## config.mk

```make
export PLATFORM = sky130hd
export DESIGN_NAME = jtag_reg_path
export DESIGN_NICKNAME = d
export VERILOG_FILES = /design/src/rtl/jtag_pkg.sv /design/src/rtl/jtag_shift_reg.sv /design/src/rtl/jtag_reg_path.sv
export SDC_FILE = /design/constraint.sdc
export NUM_CORES = 1
export LEC_CHECK = 0
export ABC_AREA = 1
export CORE_MARGIN = 8
export CORE_UTILIZATION = 35
export DETAILED_ROUTE_END_ITERATION = 7
export SKIP_CTS_REPAIR_TIMING = 1
export SKIP_LAST_GASP = 1
export SYNTH_ARGS = -nofsm -noshare
export SYNTH_HDL_FRONTEND = slang
export SYNTH_SLANG_ARGS = --single-unit
```

## constraint.sdc

```tcl
create_clock -name tck -period 1.5 [get_ports tck]
set_input_delay 0.15 -clock tck [delete_from_list [all_inputs] [get_ports tck]]
set_output_delay 0.15 -clock tck [all_outputs]
set_load 0.01 [all_outputs]
```

## src/rtl/jtag_pkg.sv

```systemverilog
// Shared constants for the JTAG instruction/data register path.
// Opcodes are plain ints so each user can size them to its own IR width.
package jtag_pkg;

    localparam int OP_BYPASS = -1;  // all ones at any IR width once truncated
    localparam int OP_IDCODE = 1;
    localparam int OP_USER   = 2;

    localparam logic [1:0]  IR_CAPTURE     = 2'b01;
    localparam logic [31:0] IDCODE_DEFAULT = 32'h1234_5679;

    typedef enum logic [1:0] {
        DR_BYPASS,
        DR_IDCODE,
        DR_USER
    } dr_sel_e;

endpackage

```

## src/rtl/jtag_shift_reg.sv

```systemverilog
// Generic JTAG shift register: capture / shift-right (tdi in at MSB) / update.
// lsb only moves on posedge tck, so it is stable when sampled on negedge.
module jtag_shift_reg #(
    parameter int           W      = 8,
    parameter logic [W-1:0] SR_RST = '0,
    parameter logic [W-1:0] Q_RST  = '0
) (
    input  logic         tck,
    input  logic         trst,
    input  logic         capture,
    input  logic         shift,
    input  logic         update,
    input  logic         tdi,
    input  logic [W-1:0] cap_val,
    output logic [W-1:0] q,
    output logic         lsb
);

    logic [W-1:0] sr;
    logic [W-1:0] shifted;

    if (W == 1) begin : g_one
        assign shifted = tdi;
    end else begin : g_wide
        assign shifted = {tdi, sr[W-1:1]};
    end

    // NOTE: sequential state uses <= so every flop samples pre-edge values.
    always_ff @(posedge tck or negedge trst) begin
        if (!trst) begin
            sr <= SR_RST;
        end else if (capture) begin
            sr <= cap_val;
        end else if (shift) begin
            sr <= shifted;
        end
    end

    always_ff @(posedge tck or negedge trst) begin
        if (!trst) begin
            q <= Q_RST;
        end else if (update && !capture && !shift) begin
            q <= sr;
        end
    end

    assign lsb = sr[0];

endmodule

```

## src/rtl/jtag_reg_path.sv

```systemverilog
// JTAG IR/DR datapath behind the TAP controller; TDO launched on falling TCK.
// Define JTAG_IDCODE_EN to build the IDCODE register and make it the reset instruction.
module jtag_reg_path
    import jtag_pkg::*;
#(
    parameter int          IR_W       = 4,
    parameter int          USER_W     = 8,
    parameter logic [31:0] IDCODE_VAL = IDCODE_DEFAULT
) (
    input  logic              tck,
    input  logic              trst,
    input  logic              tdi,
    input  logic              cir1,
    input  logic              sir1,
    input  logic              uir1,
    input  logic              cdr1,
    input  logic              sdr1,
    input  logic              udr1,
    output logic              tdo,
    output logic              tdo_en,
    output logic [IR_W-1:0]   ir_q,
    output logic [USER_W-1:0] user_q,
    output logic              user_upd,
    input  logic [USER_W-1:0] user_in
);

    localparam logic [IR_W-1:0] IR_CAP     = IR_W'(IR_CAPTURE);
    localparam logic [IR_W-1:0] OPC_BYPASS = IR_W'(OP_BYPASS);
    localparam logic [IR_W-1:0] OPC_IDCODE = IR_W'(OP_IDCODE);
    localparam logic [IR_W-1:0] OPC_USER   = IR_W'(OP_USER);
`ifdef JTAG_IDCODE_EN
    localparam logic [IR_W-1:0] IR_RST = OPC_IDCODE;
`else
    localparam logic [IR_W-1:0] IR_RST = OPC_BYPASS;
`endif

    // Any IR strobe suppresses the DR group, so one action per cycle at most.
    logic ir_busy, dr_cap, dr_shift, dr_upd;
    assign ir_busy  = cir1 | sir1 | uir1;
    assign dr_cap   = cdr1 & ~ir_busy;
    assign dr_shift = sdr1 & ~ir_busy & ~cdr1;
    assign dr_upd   = udr1 & ~ir_busy & ~cdr1 & ~sdr1;

    logic ir_lsb;
    jtag_shift_reg #(.W(IR_W), .SR_RST(IR_CAP), .Q_RST(IR_RST)) u_ir (
        .tck(tck), .trst(trst), .capture(cir1), .shift(sir1), .update(uir1),
        .tdi(tdi), .cap_val(IR_CAP), .q(ir_q), .lsb(ir_lsb)
    );

    dr_sel_e dr_sel;
    // NOTE: default first in always_comb so no path leaves dr_sel unassigned (no latch).
    always_comb begin
        dr_sel = DR_BYPASS;
        if (ir_q == OPC_USER) begin
            dr_sel = DR_USER;
        end
`ifdef JTAG_IDCODE_EN
        else if (ir_q == OPC_IDCODE) begin
            dr_sel = DR_IDCODE;
        end
`endif
    end

    logic usr_lsb, usr_upd;
    assign usr_upd = dr_upd & (dr_sel == DR_USER);
    jtag_shift_reg #(.W(USER_W)) u_user (
        .tck(tck), .trst(trst),
        .capture(dr_cap & (dr_sel == DR_USER)),
        .shift(dr_shift & (dr_sel == DR_USER)),
        .update(usr_upd),
        .tdi(tdi), .cap_val(user_in), .q(user_q), .lsb(usr_lsb)
    );

`ifdef JTAG_IDCODE_EN
    logic        id_lsb;
    logic [31:0] id_unused;
    jtag_shift_reg #(.W(32), .SR_RST(IDCODE_VAL), .Q_RST(IDCODE_VAL)) u_id (
        .tck(tck), .trst(trst),
        .capture(dr_cap & (dr_sel == DR_IDCODE)),
        .shift(dr_shift & (dr_sel == DR_IDCODE)),
        .update(1'b0),
        .tdi(tdi), .cap_val(IDCODE_VAL), .q(id_unused), .lsb(id_lsb)
    );
`else
    logic id_unused;
    assign id_unused = ^IDCODE_VAL;
`endif

    logic byp;
    always_ff @(posedge tck or negedge trst) begin
        if (!trst) begin
            byp      <= 1'b0;
            user_upd <= 1'b0;
        end else begin
            user_upd <= usr_upd;
            if (dr_sel == DR_BYPASS) begin
                if (dr_cap) begin
                    byp <= 1'b0;
                end else if (dr_shift) begin
                    byp <= tdi;
                end
            end
        end
    end

    logic dr_lsb;
    always_comb begin
        dr_lsb = byp;
        case (dr_sel)
            DR_USER:   dr_lsb = usr_lsb;
`ifdef JTAG_IDCODE_EN
            DR_IDCODE: dr_lsb = id_lsb;
`endif
            default:   dr_lsb = byp;
        endcase
    end

    // Falling-edge launch gives the far end a full half-cycle of setup before its rising edge.
    always_ff @(negedge tck or negedge trst) begin
        if (!trst) begin
            tdo    <= 1'b0;
            tdo_en <= 1'b0;
        end else begin
            tdo    <= sir1 ? ir_lsb : (sdr1 ? dr_lsb : 1'b0);
            tdo_en <= sir1 | sdr1;
        end
    end

endmodule

```

==> out/qor.yml, run 1 <==
setup_path:
  cp_data_required_time_ns: 0.88
  crit_arrival_ns: 1.26
  path_max_fanout: 3
  startpoint_type: "register"
  path_class: "register to register"
  crit_path_end_kind: "register"
detailed_routing:
  firstDrtPassIters: 4
  drt_wl_total_mm: 3.098
  dr_total_vias: 1177
  routedWlPerCell_um: 11.73
  initialDrtViolationCount: 37
  via_per_inst: 4.458
  drc: 0
  ant_nets: 0
sta:
  fin_ws_ns: -0.3782
  finalSetupTns_ns: -0.9026
  setup_viol: 6
  slew-limit-headroom_pct: 76.35
  slew_viol_final: 0
  rsz0062_at_grt: "yes"
  tightest_slew_ns: 0.3534
  finClkSkew_ns: 0.01070
  final-hold-violation-count: 0
synth:
  ys_seq_area_share_pct: 51.69
  syn_inst: 162
  syn-cell-area_um2: 1368
  yosys.cell_types.count: 21
  yosys_warnings: 0
  avgSynthCellArea_um2: 8.442
  synth-seq-cells: 28
  synth_nets: 179
floorplanning:
  initial_utilization_pct: 36.80
  num_rows: 22
  ios: 32
  dieArea_um2: 6164
  die_h_um: 78.51
  core-area_um2: 3716
  die_w_um: 78.51
min_path:
  hold_path.class: "input pin to asynchronous set/reset pin"
status:
  status: "finished with violations"
  violations: "negative setup slack"
grt:
  grt_pass1_wl_mm: 5.347
  grt_use_total_pct: 10.43
  grt_pass1_vias: 1177
  grt-ovfl-total: 0
  antenna_found_initial: 0
  grt_max_degree: 18
pwr:
  power_w: 0.001449
  vdd_drop_max_mv: 0.3226
  p_leak_nw: 0.9804
  seq_power_share_pct: 55.6
  comb_power_share_pct: 15.6
  clockPowerShare_pct: 28.8
  power_switching_w: 0.0003474
  powerDensity_nw_per_um2: 739.7
  p_int_w: 0.001102
  switching_share_pct: 23.97
cells_and_area:
  fillers: 388
  final_common_cell: "nand2_1"
  fin_nets: 234
  final_cell_mix: "nand2_1, inv_1, clkdlybuf4s50_1, buf_4, dfrtp_1"
  utilization_pct: 52.73
  final_layout_size_suffix_gt1_share_pct: 27.31
  insertedDiodeCount: 0
  area_delta_synth_final_pct: 43.28
clocking:
  root_buffer: "clkbuf_8"
  cts.path.max_buffers: 2
  path_clk_slew_ns: 0.10
  tritoncts: "yes"
  htreeDepth: 1
  cts_buffers: 3
  cts_sinks: 28
  clock_latency_ns: 0.28
placement:
  place_ws_ns: -0.4108
  io_buffer_count: 31
  dp_hpwl_mm: 2.464
  gp_congestion: 0.8065
flow_run:
  cap_violations: 0
routing by layer:
layer / vias to the layer above / GRT usage (%) / part of all wire, %
li1: 605 / - / -
met1: 545 / 13.50 / 48
met2: 23 / 16.49 / 46
met3: 4 / 1.708 / 3.4
met4: 0 / 5.000 / 1.8
met5: - / 0 / 0
critical path, cell delays in order (launching register included):
cell and delay, ns:
dfstp_2 0.54, inv_1 0.03, nor2_1 0.10, nand2_2 0.09
nand2_2 0.08, o21ai_2 0.05, nand3_1 0.06, nand2_1 0.05
state kept, by name (all words and copies together) (netlist names):
signal	count
u_user.sr	8
u_ir.q	4
u_ir.sr	4
tdo_en	1
user_upd	1
tdo	1
u_user.q	8
byp	1
synthesized netlist by cell type:
library cell	n	area share, %
nand2_1	44	12
inv_1	28	7.7
dfrtp_1	21	38
o21ai_0	17	6.2
nand3_1	13	4.8
o21ai_2	8	5.1
dfstp_2	5	9.6
nor2_1	4	1.1
inv_2	3	0.82
nor2_4	3	2.5
buf_6	2	1.6
dfrtn_1	2	3.7
nand2_2	2	0.91
nand2_4	2	1.6
nor2_2	2	0.91
a21oi_1	1	0.37
buf_2	1	0.37
inv_4	1	0.46
nand3_2	1	0.73
o21bai_1	1	0.55
or2_2	1	0.46
per-stage QoR:
| step | std cells | hold slack (ns) | cell area, um^2 |
|---|---|---|---|
| finish | 264 | 0.2771 | 1959 |
| global route | 264 | 0.3094 | 1959 |
| CTS | 264 | 0.2848 | 1923 |
| detailed placement | 260 | 0.4701 | 1878 |
| global placement | 260 | 0.4633 | 1878 |
| floorplan | 162 | -0.1456 | 1376 |
final timing paths:
path                         startpoint      endpoint  slack, ns  cells after the start
setup / recovery              u_ir.q[1]           tdo      -0.38                      7
hold / removal                     trst   u_user.q[7]       0.28                      2
setup reg to reg              u_ir.q[1]           tdo      -0.38                      7
hold reg to reg            u_user.sr[5]  u_user.sr[5]       0.49                      2
max in group asynchronous          trst           tdo       0.62                      1
min in group tck           u_user.sr[5]  u_user.sr[5]       0.49                      2
area by class of cell:
class | instances | area, um^2 | share of cell area (%)
tap | 48 | 60.06 | 3.065
clock buffer | 4 | 45.04 | 2.299
sequential | 28 | 706.9 | 36.08
multi-input combinational | 99 | 535.5 | 27.33
inverter | 32 | 122.6 | 6.258
timing repair buffer | 53 | 489.2 | 24.97
power groups by stage:
| stage | Clock (W) | Sequential [W] | Combinational [W] |
|---|---|---|---|
| after detailed placement | 0 | 0.000819 | 0.000227 |
| after global placement | 0 | 0.000819 | 0.000223 |
| after global routing | 0.000455 | 0.000810 | 0.000252 |
| final | 0.000417 | 0.000806 | 0.000227 |
| after CTS | 0.000442 | 0.000805 | 0.000228 |
| after floorplan | 0 | 0.000829 | 0.0000706 |
logic make-up (layout without fill, tap and decap cells):
| family | Yosys count | count (layout) | synth area share, % |
|---|---|---|---|
| AND/OR/NAND/NOR | 72 | 72 | 25.07 |
| buffers and inverters | 35 | 89 | 10.98 |
| flip-flops | 28 | 28 | 51.69 |
| AO/OA/AOI/OAI | 27 | 27 | 12.26 |
(Power assumes the default switching activity.)
==> inputs of run 2 (changes only) <==
--- a/config.mk
+++ b/config.mk
@@ -6,9 +6,9 @@
 export NUM_CORES = 1
 export LEC_CHECK = 0
 export ABC_AREA = 1
-export CORE_MARGIN = 8
-export CORE_UTILIZATION = 35
+export CORE_UTILIZATION = 49
 export DETAILED_ROUTE_END_ITERATION = 7
+export PLACE_DENSITY = 0.79
 export SKIP_CTS_REPAIR_TIMING = 1
 export SKIP_LAST_GASP = 1
 export SYNTH_ARGS = -nofsm -noshare
==> out/qor.yml, run 2 (synthesis results as in run 1) <==
status:
  status: "finished with violations"  # unchanged
  violations: "negative setup slack"  # unchanged
floorplanning:
  die_w_um: 54.83  # was 78.51 um
  initial_utilization_pct: 53.27  # was 36.80%
  num_rows: 18  # was 22
  ios: 32  # unchanged
  dieArea_um2: 3006  # was 6164 um^2
  die_h_um: 54.83  # was 78.51 um
  core-area_um2: 2567  # was 3716 um^2
pwr:
  vdd_drop_max_mv: 0.7418  # was 0.3226 mV
  clockPowerShare_pct: 33.0  # was 28.8%
  seq_power_share_pct: 52.9  # was 55.6%
  comb_power_share_pct: 14.1  # was 15.6%
  switching_share_pct: 23.00  # was 23.97%
  p_leak_nw: 0.9741  # was 0.9804 nW
  powerDensity_nw_per_um2: 796.0  # was 739.7 nW/um^2
  p_int_w: 0.001175  # was 0.001102 W
  power_switching_w: 0.0003509  # was 0.0003474 W
grt:
  grtUsageMet1_pct: 29.76  # was 13.50%
  grt_pass1_wl_mm: 4.491  # was 5.347 mm
  grt_pass1_vias: 1061  # was 1,177
  antenna_found_initial: 0  # unchanged
  grt_use_total_pct: 21.42  # was 10.43%
  grt_max_degree: 18  # unchanged
  grt-ovfl-total: 0  # unchanged
  grt.busiest_layer: "met2"  # unchanged
  grtUsageMet2_pct: 33.13  # was 16.49%
  grt_use_met3_pct: 3.056  # was 1.708%
sta:
  final-hold-violation-count: 0  # unchanged
  finClkSkew_ns: 0.02706  # was 0.01070 ns
  hold_ws_ns: 0.1667  # was 0.2771 ns
  slew_viol_final: 0  # unchanged
  tightest_slew_ns: 0.3351  # was 0.3534 ns
  slew-limit-headroom_pct: 77.58  # was 76.35%
  rsz0062_at_grt: "yes"  # unchanged
  fin_ws_ns: -0.3852  # was -0.3782 ns
  setup_viol: 3  # was 6
detailed_routing:
  firstDrtPassIters: 4  # unchanged
  initialDrtViolationCount: 23  # was 37
  drc: 0  # unchanged
  via_per_inst: 4.779  # was 4.458
  dr_total_vias: 1166  # was 1,177
  routedWlPerCell_um: 11.68  # was 11.73 um
  ant_nets: 0  # unchanged
  drt_wl_total_mm: 2.850  # was 3.098 mm
clocking:
  cts.path.max_buffers: 2  # unchanged
  cts_sinks: 28  # unchanged
  htreeDepth: 1  # unchanged
  clock_latency_ns: 0.34  # was 0.28 ns
  root_buffer: "clkbuf_4"  # was clkbuf_8
  path_clk_slew_ns: 0.16  # was 0.10 ns
  cts_buffers: 3  # unchanged
  tritoncts: "yes"  # unchanged
setup_path:
  crit_arrival_ns: 1.32  # was 1.26 ns
  crit_path_end_kind: "register"  # unchanged
  path_max_fanout: 3  # unchanged
  path_class: "register to register"  # unchanged
  cp_data_required_time_ns: 0.93  # was 0.88 ns
  startpoint_type: "register"  # unchanged
cells_and_area:
  insertedDiodeCount: 0  # unchanged
  final_common_cell: "nand2_1"  # unchanged
  reg_top3: "u_user.q (8), u_user.sr (8)"  # unchanged
  regArea_um2: 706.9  # unchanged
  final_cell_mix: "nand2_1, inv_1, clkdlybuf4s50_1, dfrtp_1, buf_4"  # was nand2_1, inv_1, clkdlybuf4s50_1, buf_4, dfrtp_1
  area_delta_synth_final_pct: 40.16  # was 43.28%
  fin_nets: 232  # was 234
  post-route-cell-area_um2: 1917  # was 1959 um^2
  fillers: 196  # was 388
  final_layout_size_suffix_gt1_share_pct: 26.64  # was 27.31%
  multi_input_area_um2: 526.8  # was 535.5 um^2
placement:
  placed_area_um2: 1833  # was 1878 um^2
  io_buffer_count: 31  # unchanged
  dp_hpwl_mm: 2.148  # was 2.464 mm
  gp_congestion: 0.8073  # was 0.8065
min_path:
  hold_path.class: "input pin to asynchronous set/reset pin"  # unchanged
flow_run:
  cap_violations: 0  # unchanged
==> run 2: cell types whose count changed in the layout (fill, tap and decap cells not counted), moves of 2 or more <==
cell / delta
buf_4: -2
clkbuf_4: +3
clkbuf_8: -3
nand2_1: +2
nand2_2: -2
nor2_1: -2
nor2_2: +2
==> run 2: worst paths after layout <==
kind,start,to,slack [ns],cells past startpoint
setup / recovery,u_ir.q[1],tdo,-0.39,7
hold / removal,trst,u_user.q[6],0.17,2
setup reg to reg,u_ir.q[1],tdo,-0.39,7
hold reg to reg,u_user.sr[1],u_user.sr[1],0.50,2
max in group asynchronous,trst,tdo,0.70,1
min in group tck,sir1,u_ir.sr[0],0.34,3
==> run 2: cell type report <==
cell class	count	share of cell area, %
sequential	28	36.88
inverter	32	6.397
timing repair buffer	51	24.54
clock buffer	3	1.175
tap	30	1.958
multi-input combinational	99	27.48
clock inverter	1	1.567
==> run 2: layer usage <==
layer	wire length, um	part of all wire (%)
met5	0	0
met4	32	1.1
met3	127	4.5
met2	1362	48
met1	1327	47
==> run 2: power groups by stage <==
| stage | registers (W) | clock network [W] | logic, W |
|---|---|---|---|
| 4_1_cts | 0.000806 | 0.000516 | 0.000222 |
| 5_1_grt | 0.000811 | 0.000539 | 0.000238 |
| 2_1_floorplan | 0.000829 | 0 | 0.0000706 |
| 3_3_place_gp | 0.000819 | 0 | 0.000213 |
| 3_5_place_dp | 0.000820 | 0 | 0.000220 |
| 6_report | 0.000807 | 0.000503 | 0.000216 |
==> run 2: stage by stage <==
stage	TNS, ns	util, %	worst slack (ns)	power (W)	instances
6_report	-0.8968	74.66	-0.3852	0.001526	244
3_5_place_dp	-3.185	71.39	-0.4334	0.001039	239
2_1_floorplan	-0.4161	-	-0.4161	0.0009000	162
5_1_grt	-1.166	74.66	-0.4479	0.001588	244
4_1_cts	-2.597	73.44	-0.6761	0.001543	243
3_3_place_gp	-2.746	71.39	-0.4211	0.001032	239
==> run 2: critical path, stage by stage, from the launching register on <==
cell and delay, ns:
dfstp_2 0.57, inv_2 0.03, nor2_2 0.08, nand2_2 0.08
nand2_1 0.06, o21ai_1 0.06, nand3_1 0.06, nand2_1 0.05
